File: src/rtl/mux_4to1_rr_arbiter_pkg.sv
// Shared types, constants and the round-robin pick helper for the 4-way arbiter.
// Every file of the arbiter imports this package.
package mux_4to1_rr_arbiter_pkg;

  localparam int REQ_N     = 4;
  localparam int SEL_WIDTH = 2;

  localparam logic [0:0] ST_EMPTY = 1'b0;
  localparam logic [0:0] ST_FULL  = 1'b1;

  typedef enum logic [0:0] {
    EMPTY = ST_EMPTY,
    FULL  = ST_FULL
  } state_e;

  typedef logic [SEL_WIDTH-1:0] sel_t;

  // First set bit of req, scanning ptr, ptr+1, ... modulo REQ_N.
  // The scan runs from the far end back so that the nearest hit is written last.
  function automatic sel_t rr_pick(input logic [REQ_N-1:0] req, input sel_t ptr);
    sel_t idx;
    rr_pick = ptr;
    for (int k = REQ_N - 1; k >= 0; k--) begin
      idx = ptr + SEL_WIDTH'(k);
      if (req[idx]) rr_pick = idx;
    end
  endfunction

endpackage

File: src/rtl/mux_4to1_rr_arbiter_if.sv
// Request and output bus of the 4-way round-robin arbiter.
// A word moves on an edge where its valid and ready are both high; valid never waits on ready.
interface mux_4to1_rr_arbiter_if
  import mux_4to1_rr_arbiter_pkg::*;
#(
  parameter int WIDTH = 16
) ();

  logic [REQ_N-1:0]     req_valid;
  logic [WIDTH-1:0]     data0;
  logic [WIDTH-1:0]     data1;
  logic [WIDTH-1:0]     data2;
  logic [WIDTH-1:0]     data3;
  logic [REQ_N-1:0]     req_ready;
  logic                 out_valid;
  logic [WIDTH-1:0]     out_data;
  logic [SEL_WIDTH-1:0] out_sel;
  logic                 out_ready;

  modport master (
    output req_valid, data0, data1, data2, data3, out_ready,
    input  req_ready, out_valid, out_data, out_sel
  );

  modport slave (
    input  req_valid, data0, data1, data2, data3, out_ready,
    output req_ready, out_valid, out_data, out_sel
  );

endinterface

File: src/rtl/mux_4to1_rr_arbiter_sel_core.sv
// Combinational 4:1 word select driven by the arbiter's grant index.
module mux_4to1_16bit_sel_core
  import mux_4to1_rr_arbiter_pkg::*;
#(
  parameter int WIDTH = 16
) (
  input  sel_t             sel_i,
  input  logic [WIDTH-1:0] d0_i,
  input  logic [WIDTH-1:0] d1_i,
  input  logic [WIDTH-1:0] d2_i,
  input  logic [WIDTH-1:0] d3_i,
  output logic [WIDTH-1:0] y_o
);

  always_comb begin
    y_o = d0_i;
    case (sel_i)
      2'd1:    y_o = d1_i;
      2'd2:    y_o = d2_i;
      2'd3:    y_o = d3_i;
      default: y_o = d0_i;
    endcase
  end

endmodule

File: src/rtl/mux_4to1_rr_arbiter.sv
// Round-robin arbiter over four requesters with bounded bursts, feeding a
// single-entry registered output stage.
module mux_4to1_rr_arbiter
  import mux_4to1_rr_arbiter_pkg::*;
#(
  parameter int WIDTH     = 16,
  parameter int BURST_MAX = 4
) (
  input  logic                   clk,
  input  logic                   rst_n,
  mux_4to1_rr_arbiter_if.slave   bus,
  output state_e                 dbg_state_o,
  output logic [3:0]             dbg_burst_cnt_o
);

  localparam logic [3:0] BURST_MAX_C = 4'(BURST_MAX);

  logic [0:0]       state_q, state_d;
  logic [WIDTH-1:0] out_data_q, out_data_d;
  sel_t             out_sel_q, out_sel_d;
  sel_t             rr_ptr_q, rr_ptr_d;
  sel_t             owner_q, owner_d;
  logic [3:0]       burst_cnt_q, burst_cnt_d;

  logic [REQ_N-1:0] req_valid;
  logic             out_valid;
  logic             any_req;
  logic             load_en;
  logic             do_load;
  logic             burst_active;
  logic             owner_valid;
  logic             burst_cont;
  logic             owner_drop;
  sel_t             scan_ptr;
  sel_t             grant;
  logic [WIDTH-1:0] sel_word;

  assign req_valid    = bus.req_valid;
  assign out_valid    = (state_q == ST_FULL);
  assign any_req      = |req_valid;
  assign load_en      = !out_valid || bus.out_ready;
  assign do_load      = load_en && any_req;

  // A non-zero beat count is what marks a burst as live; it is cleared only by an idle load.
  assign burst_active = (burst_cnt_q != 4'd0);
  assign owner_valid  = req_valid[owner_q];
  assign burst_cont   = burst_active && owner_valid && (burst_cnt_q < BURST_MAX_C);
  assign owner_drop   = burst_active && !owner_valid;

  // Once a burst has run, the search restarts just past its owner, whether it ended by count or by drop.
  assign scan_ptr     = burst_active ? sel_t'(owner_q + 1'b1) : rr_ptr_q;
  assign grant        = burst_cont ? owner_q : rr_pick(req_valid, scan_ptr);

  mux_4to1_16bit_sel_core #(.WIDTH(WIDTH)) u_sel_core (
    .sel_i (grant),
    .d0_i  (bus.data0),
    .d1_i  (bus.data1),
    .d2_i  (bus.data2),
    .d3_i  (bus.data3),
    .y_o   (sel_word)
  );

  always_comb begin
    state_d     = state_q;
    out_data_d  = out_data_q;
    out_sel_d   = out_sel_q;
    rr_ptr_d    = rr_ptr_q;
    owner_d     = owner_q;
    burst_cnt_d = burst_cnt_q;
    if (load_en) begin
      if (any_req) begin
        state_d    = ST_FULL;
        out_data_d = sel_word;
        out_sel_d  = grant;
        if (burst_cont) begin
          burst_cnt_d = burst_cnt_q + 4'd1;
        end else begin
          owner_d     = grant;
          burst_cnt_d = 4'd1;
        end
        if ((burst_cnt_d == BURST_MAX_C) || owner_drop) rr_ptr_d = sel_t'(grant + 1'b1);
      end else begin
        state_d     = ST_EMPTY;
        burst_cnt_d = 4'd0;
        if (burst_active) rr_ptr_d = sel_t'(owner_q + 1'b1);
      end
    end
  end

  always_ff @(posedge clk or negedge rst_n) begin
    if (!rst_n) begin
      state_q     <= ST_EMPTY;
      out_data_q  <= '0;
      out_sel_q   <= '0;
      rr_ptr_q    <= '0;
      owner_q     <= '0;
      burst_cnt_q <= '0;
    end else begin
      state_q     <= state_d;
      out_data_q  <= out_data_d;
      out_sel_q   <= out_sel_d;
      rr_ptr_q    <= rr_ptr_d;
      owner_q     <= owner_d;
      burst_cnt_q <= burst_cnt_d;
    end
  end

  // Reset gates the acknowledge so nothing is consumed while the stage is being cleared.
  assign bus.req_ready    = (do_load && rst_n) ? (REQ_N'(1) << grant) : '0;
  assign bus.out_valid    = out_valid;
  assign bus.out_data     = out_data_q;
  assign bus.out_sel      = out_sel_q;
  assign dbg_state_o      = state_e'(state_q);
  assign dbg_burst_cnt_o  = burst_cnt_q;

endmodule

File: src/flat_wrapper.sv
// flat-port wrapper written by rule: the top's interface ports become plain ports
module mux_4to1_rr_arbiter_flat import mux_4to1_rr_arbiter_pkg::*;
#(
  parameter int WIDTH     = 16,
  parameter int BURST_MAX = 4
)
  (clk, rst_n, dbg_state_o, dbg_burst_cnt_o, bus_req_valid, bus_data0, bus_data1, bus_data2, bus_data3, bus_out_ready, bus_req_ready, bus_out_valid, bus_out_data, bus_out_sel);
  mux_4to1_rr_arbiter_if #(.WIDTH(WIDTH)) bus_i ();
  input  logic clk;
  input  logic rst_n;
  output state_e dbg_state_o;
  output logic [3:0] dbg_burst_cnt_o;
  input wire logic [$bits(bus_i.req_valid)-1:0] bus_req_valid;
  input wire logic [$bits(bus_i.data0)-1:0] bus_data0;
  input wire logic [$bits(bus_i.data1)-1:0] bus_data1;
  input wire logic [$bits(bus_i.data2)-1:0] bus_data2;
  input wire logic [$bits(bus_i.data3)-1:0] bus_data3;
  input wire logic [$bits(bus_i.out_ready)-1:0] bus_out_ready;
  output wire logic [$bits(bus_i.req_ready)-1:0] bus_req_ready;
  output wire logic [$bits(bus_i.out_valid)-1:0] bus_out_valid;
  output wire logic [$bits(bus_i.out_data)-1:0] bus_out_data;
  output wire logic [$bits(bus_i.out_sel)-1:0] bus_out_sel;
  assign bus_i.req_valid = bus_req_valid;
  assign bus_i.data0 = bus_data0;
  assign bus_i.data1 = bus_data1;
  assign bus_i.data2 = bus_data2;
  assign bus_i.data3 = bus_data3;
  assign bus_i.out_ready = bus_out_ready;
  assign bus_req_ready = bus_i.req_ready;
  assign bus_out_valid = bus_i.out_valid;
  assign bus_out_data = bus_i.out_data;
  assign bus_out_sel = bus_i.out_sel;
  mux_4to1_rr_arbiter #(.WIDTH(WIDTH), .BURST_MAX(BURST_MAX)) u_core (.clk(clk), .rst_n(rst_n), .bus(bus_i), .dbg_state_o(dbg_state_o), .dbg_burst_cnt_o(dbg_burst_cnt_o));
endmodule
File: config.mk
export PLATFORM = sky130hd
export DESIGN_NAME = mux_4to1_rr_arbiter_flat
export DESIGN_NICKNAME = d
export VERILOG_FILES = /design/src/rtl/mux_4to1_rr_arbiter_pkg.sv /design/src/rtl/mux_4to1_rr_arbiter_if.sv /design/src/rtl/mux_4to1_rr_arbiter_sel_core.sv /design/src/rtl/mux_4to1_rr_arbiter.sv /design/src/flat_wrapper.sv
export SDC_FILE = /design/constraint.sdc
export NUM_CORES = 1
export LEC_CHECK = 0
export ABC_CLOCK_PERIOD_IN_PS = 7700
export CAP_MARGIN = 20
export CORE_ASPECT_RATIO = 1.75
export CORE_MARGIN = 3
export CORE_UTILIZATION = 30
export DETAILED_ROUTE_END_ITERATION = 8
export PLACE_DENSITY_LB_ADDON = 0.05
export SYNTH_ARGS = -nofsm -noshare
export SYNTH_HDL_FRONTEND = slang
export SYNTH_SLANG_ARGS = --single-unit
File: constraint.sdc
create_clock -name clk -period 7.7 [get_ports clk]
set_input_delay 2.31 -clock clk [delete_from_list [all_inputs] [get_ports clk]]
set_output_delay 2.31 -clock clk [all_outputs]
set_load 0.02 [all_outputs]
==> out/results.txt <==
Synthesized-area fraction occupied by and/or/nand/nor cells: 0.280
Slew Limit Fails: 0
Fill cells: 662
GRT Total Usage: 0.198
Final Instance Count excl. Fillers: 415
Root Driver: clkbuf_16
Critical R2R Capture: u_core.bus.out_data[15]
Maximum capacitance violations: 0
Worst reg2reg path depth: 13
Worst Skew: 5.27 ps
Vias in the first global route: 2416
Final Cycle Share: 0.961
Detailed Route WL: 7.72 mm
Final Hold Viols: 0
Dpl cells: 411
Fraction of layout cells with a size suffix above 1: 0.0781
Slack of the worst reg-to-reg path: 3920 ps
Die area: 7950 sq um
Max frequency: 0.135 GHz
CTS Buffer Depth: 2
Relative slew slack: 0.531
Adder-cell area share of the yosys netlist: 0.0303
Yosys reg bits: 27
Multi-input logic area: 1280 sq um
I/O pins: 99
Via count: 2311
Main combinational cell family by area after synthesis: compound AO/OA/AOI/OAI gates
H-tree depth: 1
Post-synth EDFFs: 0
Setup Viol. Count Final: 0
Reg clk slew, reported paths: 70 ps
TritonRoute pass-1 iters: 4
Diode count: 0
First-pass GRT wire length: 11.9 mm
Die height: 116 um
CTS tree: built
Hold_sp: u_core.bus.out_sel[1]
Worst skew pair latency: 270 ps
Initial Util: 0.313
Synth-to-Final Area Change: 56.3%
CTS Buf Count: 3
Hold WC Path Type: reg2reg
Xor/xnor cell area share of the yosys netlist: 0.00424
Width of the chip: 68.7 um
Commonest cells after routing, fill and taps aside: clkdlybuf4s50_1 (98), dfrtp_1 (27), nor2_1 (25)
CP required: 5390 ps
Yosys cell types: 41
Reg-to-Reg Start: u_core.dbg_burst_cnt_o[0]
Sink Count: 27
Sequential cell area: 676 sq um
Hold-fix buffers, CTS: 0
Crit-path cells: clkdlybuf4s50_1 > mux4_2 > nor4b_4 > o21bai_4 > o31ai_2 > inv_1 > ha_1 > and3_1 > clkdlybuf4s50_1
Setup crit start kind: primary input
Largest net degree at the start of global routing: 38
DRC viols: 0
CP endpoint kind: output port
# Post-CTS Setup Buffers: 0
Max Fanout on Critical Path: 10
Least-Margin Pin Slew: 703 ps
Most used cell, CP: clkdlybuf4s50_1
DRT iter0 DRCs: 129
Cells after Synth: 239
Commonest non-fill, non-tap cell in the layout: clkdlybuf4s50_1
Run status: complete, no violations
Hold Crit Depth: 2
Initial antenna violation count: 0
# rows: 39
Maximum VDD drop: 0.221 mV
Cell Area, Synth: 2060 sq um
Main flop type after synthesis: dfrtp_1
Sequential fraction of the synthesis area: 0.327
Vias per cell: 5.57
YS warnings: 0
Setup TNS: 0 ps
CP arrival: 5090 ps
DR WL/cell: 18.6 um
Largest stage delay on the critical path: 550 ps
Cell Pwr Density: 418 nW/um^2
Slowest-stage cell, CP: clkdlybuf4s50_1
Routed Antenna Nets: 0
Mean Syn Cell Area: 8.63 sq um
Global route total overflow: 0
Core ar.: 6590 sq um
RePlAce Congestion: 0.879
Final net count: 410
Async SR Flop Fraction: 1.00
Hold slack: 521 ps
Post-Syn Nets: 315
RSZ-0062 raised after global routing: no
Synth Area in Compound Gates: 0.281
I/O Buffers: 98
WHS Endpoint: u_core.bus.out_sel[1]
P_leak: 0.00120 uW
WS Path Type: in2out
Mux share of post-synthesis cell area: 0.0218
Fin crit period: 7400 ps
Post-DP HPWL: 5.82 mm
## final cells by class
type / count / area share
Clock inverter: 1 / 0.00233
Sequential cell: 27 / 0.209
Tap cell: 82 / 0.0318
Inverter: 6 / 0.00698
Clock buffer: 3 / 0.0233
Multi-Input combinational cell: 187 / 0.396
Timing Repair Buffer: 109 / 0.330
## report_power, final
part	total (uW)	internal, uW	leakage, uW	switching [uW]
logic	967	416	0.000836	551
registers	257	208	0.000327	49.5
clock network	126	70.8	0.0000371	54.8
## cell usage after synthesis (2+ instances only)
cell,n,area share
a211oi_1,2,0.0073
a21oi_1,6,0.015
a221oi_1,16,0.068
a22oi_1,16,0.058
and3_1,2,0.0061
buf_1,2,0.0036
buf_6,2,0.011
clkbuf_1,13,0.024
dfrtp_1,27,0.33
ha_1,5,0.030
inv_1,5,0.0091
mux2_2,2,0.011
nand2_1,11,0.020
nand2b_1,17,0.052
nand3_1,17,0.041
nor2_1,25,0.045
nor3_1,4,0.0097
o211ai_1,22,0.080
o21a_1,2,0.0073
o21ai_0,7,0.017
or4_1,16,0.058
## layer usage
metal	routed length [um]	up-vias	GRT usage
li1	-	1127	-
met1	2940	1094	0.221
met5	0	-	0
met2	4080	80	0.364
met4	155	0	0.0664
met3	540	10	0.0330
## critical path: cells and delay by family
family / cells / cell delay [ps]
buf+inv: 3 / 1150
compound gates: 2 / 540
mux: 1 / 520
simple gates: 2 / 350
fa+ha+maj: 1 / 210
## kinds of logic after synthesis
group / Yosys count
AOI/OAI and AO/OA: 77
xor gates and xnor gates: 1
and+or+nand+nor: 101
buffers and inverters: 25
adders and majority gates: 5
DFF: 27
muxes: 3
## stage by stage
step	power [uW]	area, sq um	utilization	setup WS (ps)
2_1_floorplan	891	2060	-	871
4_1_cts	1360	3220	0.489	107
5_1_grt	1470	3230	0.490	128
3_5_place_dp	1230	3140	0.476	82.3
3_3_place_gp	1230	3140	0.476	205
6_report	1350	3230	0.490	299
## what timing repair did
item,CTS,global route
hold endpoints to repair,0,0
endpoints found under the setup margin,0,1
resized for setup,0,1
## registers in the layout, indices dropped and copies added (netlist names)
signal                  flops
u_core.bus.out_sel          2
u_core.bus.out_data        16
u_core.rr_ptr_q             2
u_core.bus.out_valid        1
u_core.dbg_burst_cnt_o      4
u_core.owner_q              2
## worst max path at each step
| stage | from | endpoint | slack [ps] | depth (start not counted) |
|---|---|---|---|---|
| 3_5_place_dp | bus_req_valid[2] | bus_req_ready[2] | 80 | 9 |
| 2_1_floorplan | bus_req_valid[3] | bus_req_ready[1] | 870 | 8 |
| 5_1_grt | bus_req_valid[2] | bus_req_ready[1] | 130 | 8 |
| 6_report | bus_req_valid[2] | bus_req_ready[2] | 300 | 9 |
| 4_1_cts | bus_req_valid[2] | bus_req_ready[2] | 110 | 9 |
| 3_3_place_gp | bus_req_valid[2] | bus_req_ready[2] | 210 | 9 |
Note: power is estimated with default switching activity, not from simulation.
==> RTL change, RTL diff (same settings) <==
Change the package constant `REQ_N` from 4 to 2.
--- a/src/rtl/mux_4to1_rr_arbiter_pkg.sv
+++ b/src/rtl/mux_4to1_rr_arbiter_pkg.sv
@@ -2,7 +2,7 @@
 // Every file of the arbiter imports this package.
 package mux_4to1_rr_arbiter_pkg;
 
-  localparam int REQ_N     = 4;
+  localparam int REQ_N     = 2;
   localparam int SEL_WIDTH = 2;
 
   localparam logic [0:0] ST_EMPTY = 1'b0;
Interface: changed (resized bus_req_ready and bus_req_valid); port bits go from 99 to 95. No check against the original RTL was run, so the function may have changed too.
==> RTL change against the original RTL <==
  * Sequential cell count did not move
  * Design area shrank 13%
  * Synthesized area fell by 15%
  * Critical path type unchanged
  * Setup slack better by 45 ps
  * Register-to-register slack improved by 460 ps
  * Total power fell by 28%
  * Cell count is 13% lower
  * Highest routed layer unchanged
  * Sequential power decreased by 5%
  * Wire length fell by 23%
  * Count of clock-buffer cells in the layout grew 1
  * Global-route usage down 2.3 points
  * Synthesized cell count decreased by 17%
==> RTL change: results (changes against the original RTL) <==
| Metric | Value |
|---|---|
| Post-DR vias/cell | 5.12 (was 5.57) |
| CP arrival | 5050 ps (was 5090 ps) |
| # diodes | 0 (unchanged) |
| First-pass GRT wire length | 9260 µm (was 11900 µm) |
| DR WL/cell | 16.4 µm (was 18.6 µm) |
| Area contributors post-synth | dfrtp_1 39%, a222oi_1 9.2%, o21ai_0 6.6% (was dfrtp_1 33%, o211ai_1 8.0%, a221oi_1 6.8%) |
| Vias in the first global route | 1808 (was 2416) |
| R2R cell count | 11 (was 13) |
| RR Endpoint | u_core.bus.out_data[2] (was u_core.bus.out_data[15]) |
| Fill cells | 589 (was 662) |
| Synth Area in Adders | 4.30% (was 3.03%) |
| Gpl congestion | 0.915 (was 0.879) |
| Seq/Total Area, Yosys | 38.7% (was 32.7%) |
| Internal power | 528 µW (was 695 µW) |
| Synth unique cells | 44 (was 41) |
| Multiplexer share of the synthesized area | 1.51% (was 2.18%) |
| Routed wl met3 | 370 µm (was 540 µm) |
| PortBufs | 94 (was 98) |
| Synthesis warning total | 0 (unchanged) |
| Worst-path fanout max | 9 (was 10) |
| Nets | 362 (was 410) |
| Compound-Gate Fraction of Synth Area | 31.7% (was 28.1%) |
| Clk_skew | 5.87 ps (was 5.27 ps) |
| Leakage | 1.13 nW (was 1.20 nW) |
| Peak VDD IR | 0.000140 V (was 0.000221 V) |
| Synth Area in XOR/XNOR | 0.502% (was 0.424%) |
| Status | completed (unchanged) |
| R2r setup slk | 4380 ps (was 3920 ps) |
| Post-DP HPWL | 4650 µm (was 5820 µm) |
| All-Layer GR Usage | 17.5% (was 19.8%) |
| Met2 WL post-DR | 3290 µm (was 4080 µm) |
| Syn Nets | 273 (was 315) |
| Dpl ws | 348 ps (was 82.3 ps) |
| Most instantiated cells after synthesis | 27 x dfrtp_1, 24 x nand2_1, 23 x nor2_1, 23 x o21ai_0, 18 x a21oi_1 (was 27 x dfrtp_1, 25 x nor2_1, 22 x o211ai_1) |
| Largest net degree at the start of global routing | 35 (was 38) |
| Actual slew at the worst max-slew pin | 674 ps (was 703 ps) |
| Hold Path End | u_core.bus.out_data[5] (was u_core.bus.out_sel[1]) |
| Placed inst area | 2740 µm² (was 3140 µm²) |
| DRT Pass-1 Iters | 8 (was 4) |
| M1 WL | 2180 µm (was 2940 µm) |
| Hold-critical path depth | 2 (unchanged) |
| Share of cells above drive strength 1 | 8.04% (was 7.81%) |
| Hold_sp | u_core.bus.out_data[5] (was u_core.bus.out_sel[1]) |
| Initial DRC count | 126 (was 129) |
RTL change: cell count changes in the layout (fill, tap and decap cells not counted), moves of 15 or more:
| cell | change |
|---|---|
| nand2b_1 | -16 |
| nand3_1 | -15 |
| a222oi_1 | +16 |
| o21ai_0 | +16 |
| or4_1 | -16 |
| a221oi_1 | -16 |
| o211ai_1 | -22 |
| a22oi_1 | -15 |
RTL change: cells by family (layout without fill, tap and decap cells):
group / count (synthesis) / in the layout
xor gates and xnor gates: 1 / 1
AOI/OAI and AO/OA: 75 / 75
adders and majority gates: 6 / 6
muxes: 2 / 2
and+or+nand+nor: 66 / 66
buffers and inverters: 21 / 109
DFF: 27 / 27
RTL change: area by class of cell:
cell class | instances | share of cell area (%)
flip-flops and latches | 27 | 24.1
repair buffers | 98 | 34.8
well taps | 76 | 3.40
inverters | 7 | 0.938
multi-input cells | 150 | 35.1
clock buffers | 4 | 1.61
RTL change: worst max-delay path by stage:
stage                          start                to  slack [ps]  depth (start not counted)
floorplan           bus_req_valid[0]  bus_req_ready[1]        1020                          9
global placement    bus_req_valid[0]  bus_req_ready[0]         400                          9
detailed placement  bus_req_valid[0]  bus_req_ready[0]         350                          9
CTS                 bus_req_valid[0]  bus_req_ready[0]         340                          9
global route        bus_req_valid[0]  bus_req_ready[0]         230                          9
finish              bus_req_valid[0]  bus_req_ready[0]         340                          9
RTL change: metrics by stage:
stage               instances  utilization, %  power, mW  hold slack [ps]
floorplan                 198               -      0.656              511
global placement          357            49.1      0.895              464
detailed placement        357            49.1      0.900              471
CTS                       361            49.9      0.981              491
global route              362            50.1       1.06              521
finish                    362            50.1      0.968              484
RTL change: metal layers:
metal | vias up | GRT usage, %
li1 | 916 | -
met1 | 858 | 17.9
met2 | 72 | 34.8
met3 | 7 | 3.14
met4 | 0 | 5.26
met5 | - | 0
RTL change: power by group through the flow:
stage / clock [mW] / combinational (mW) / sequential, mW
after floorplan: 0 / 0.367 / 0.289
after global placement: 0 / 0.648 / 0.246
after detailed placement: 0 / 0.652 / 0.248
after CTS: 0.0828 / 0.653 / 0.245
after global routing: 0.0882 / 0.718 / 0.253
final: 0.0792 / 0.644 / 0.244
RTL change: critical path: stages:
cell and delay (ps):
clkdlybuf4s50_1 680, nand2b_4 110, a2111o_1 500, mux2_4 330, o31ai_2 90, inv_1 120
ha_1 210, and3_1 150, clkdlybuf4s50_1 540
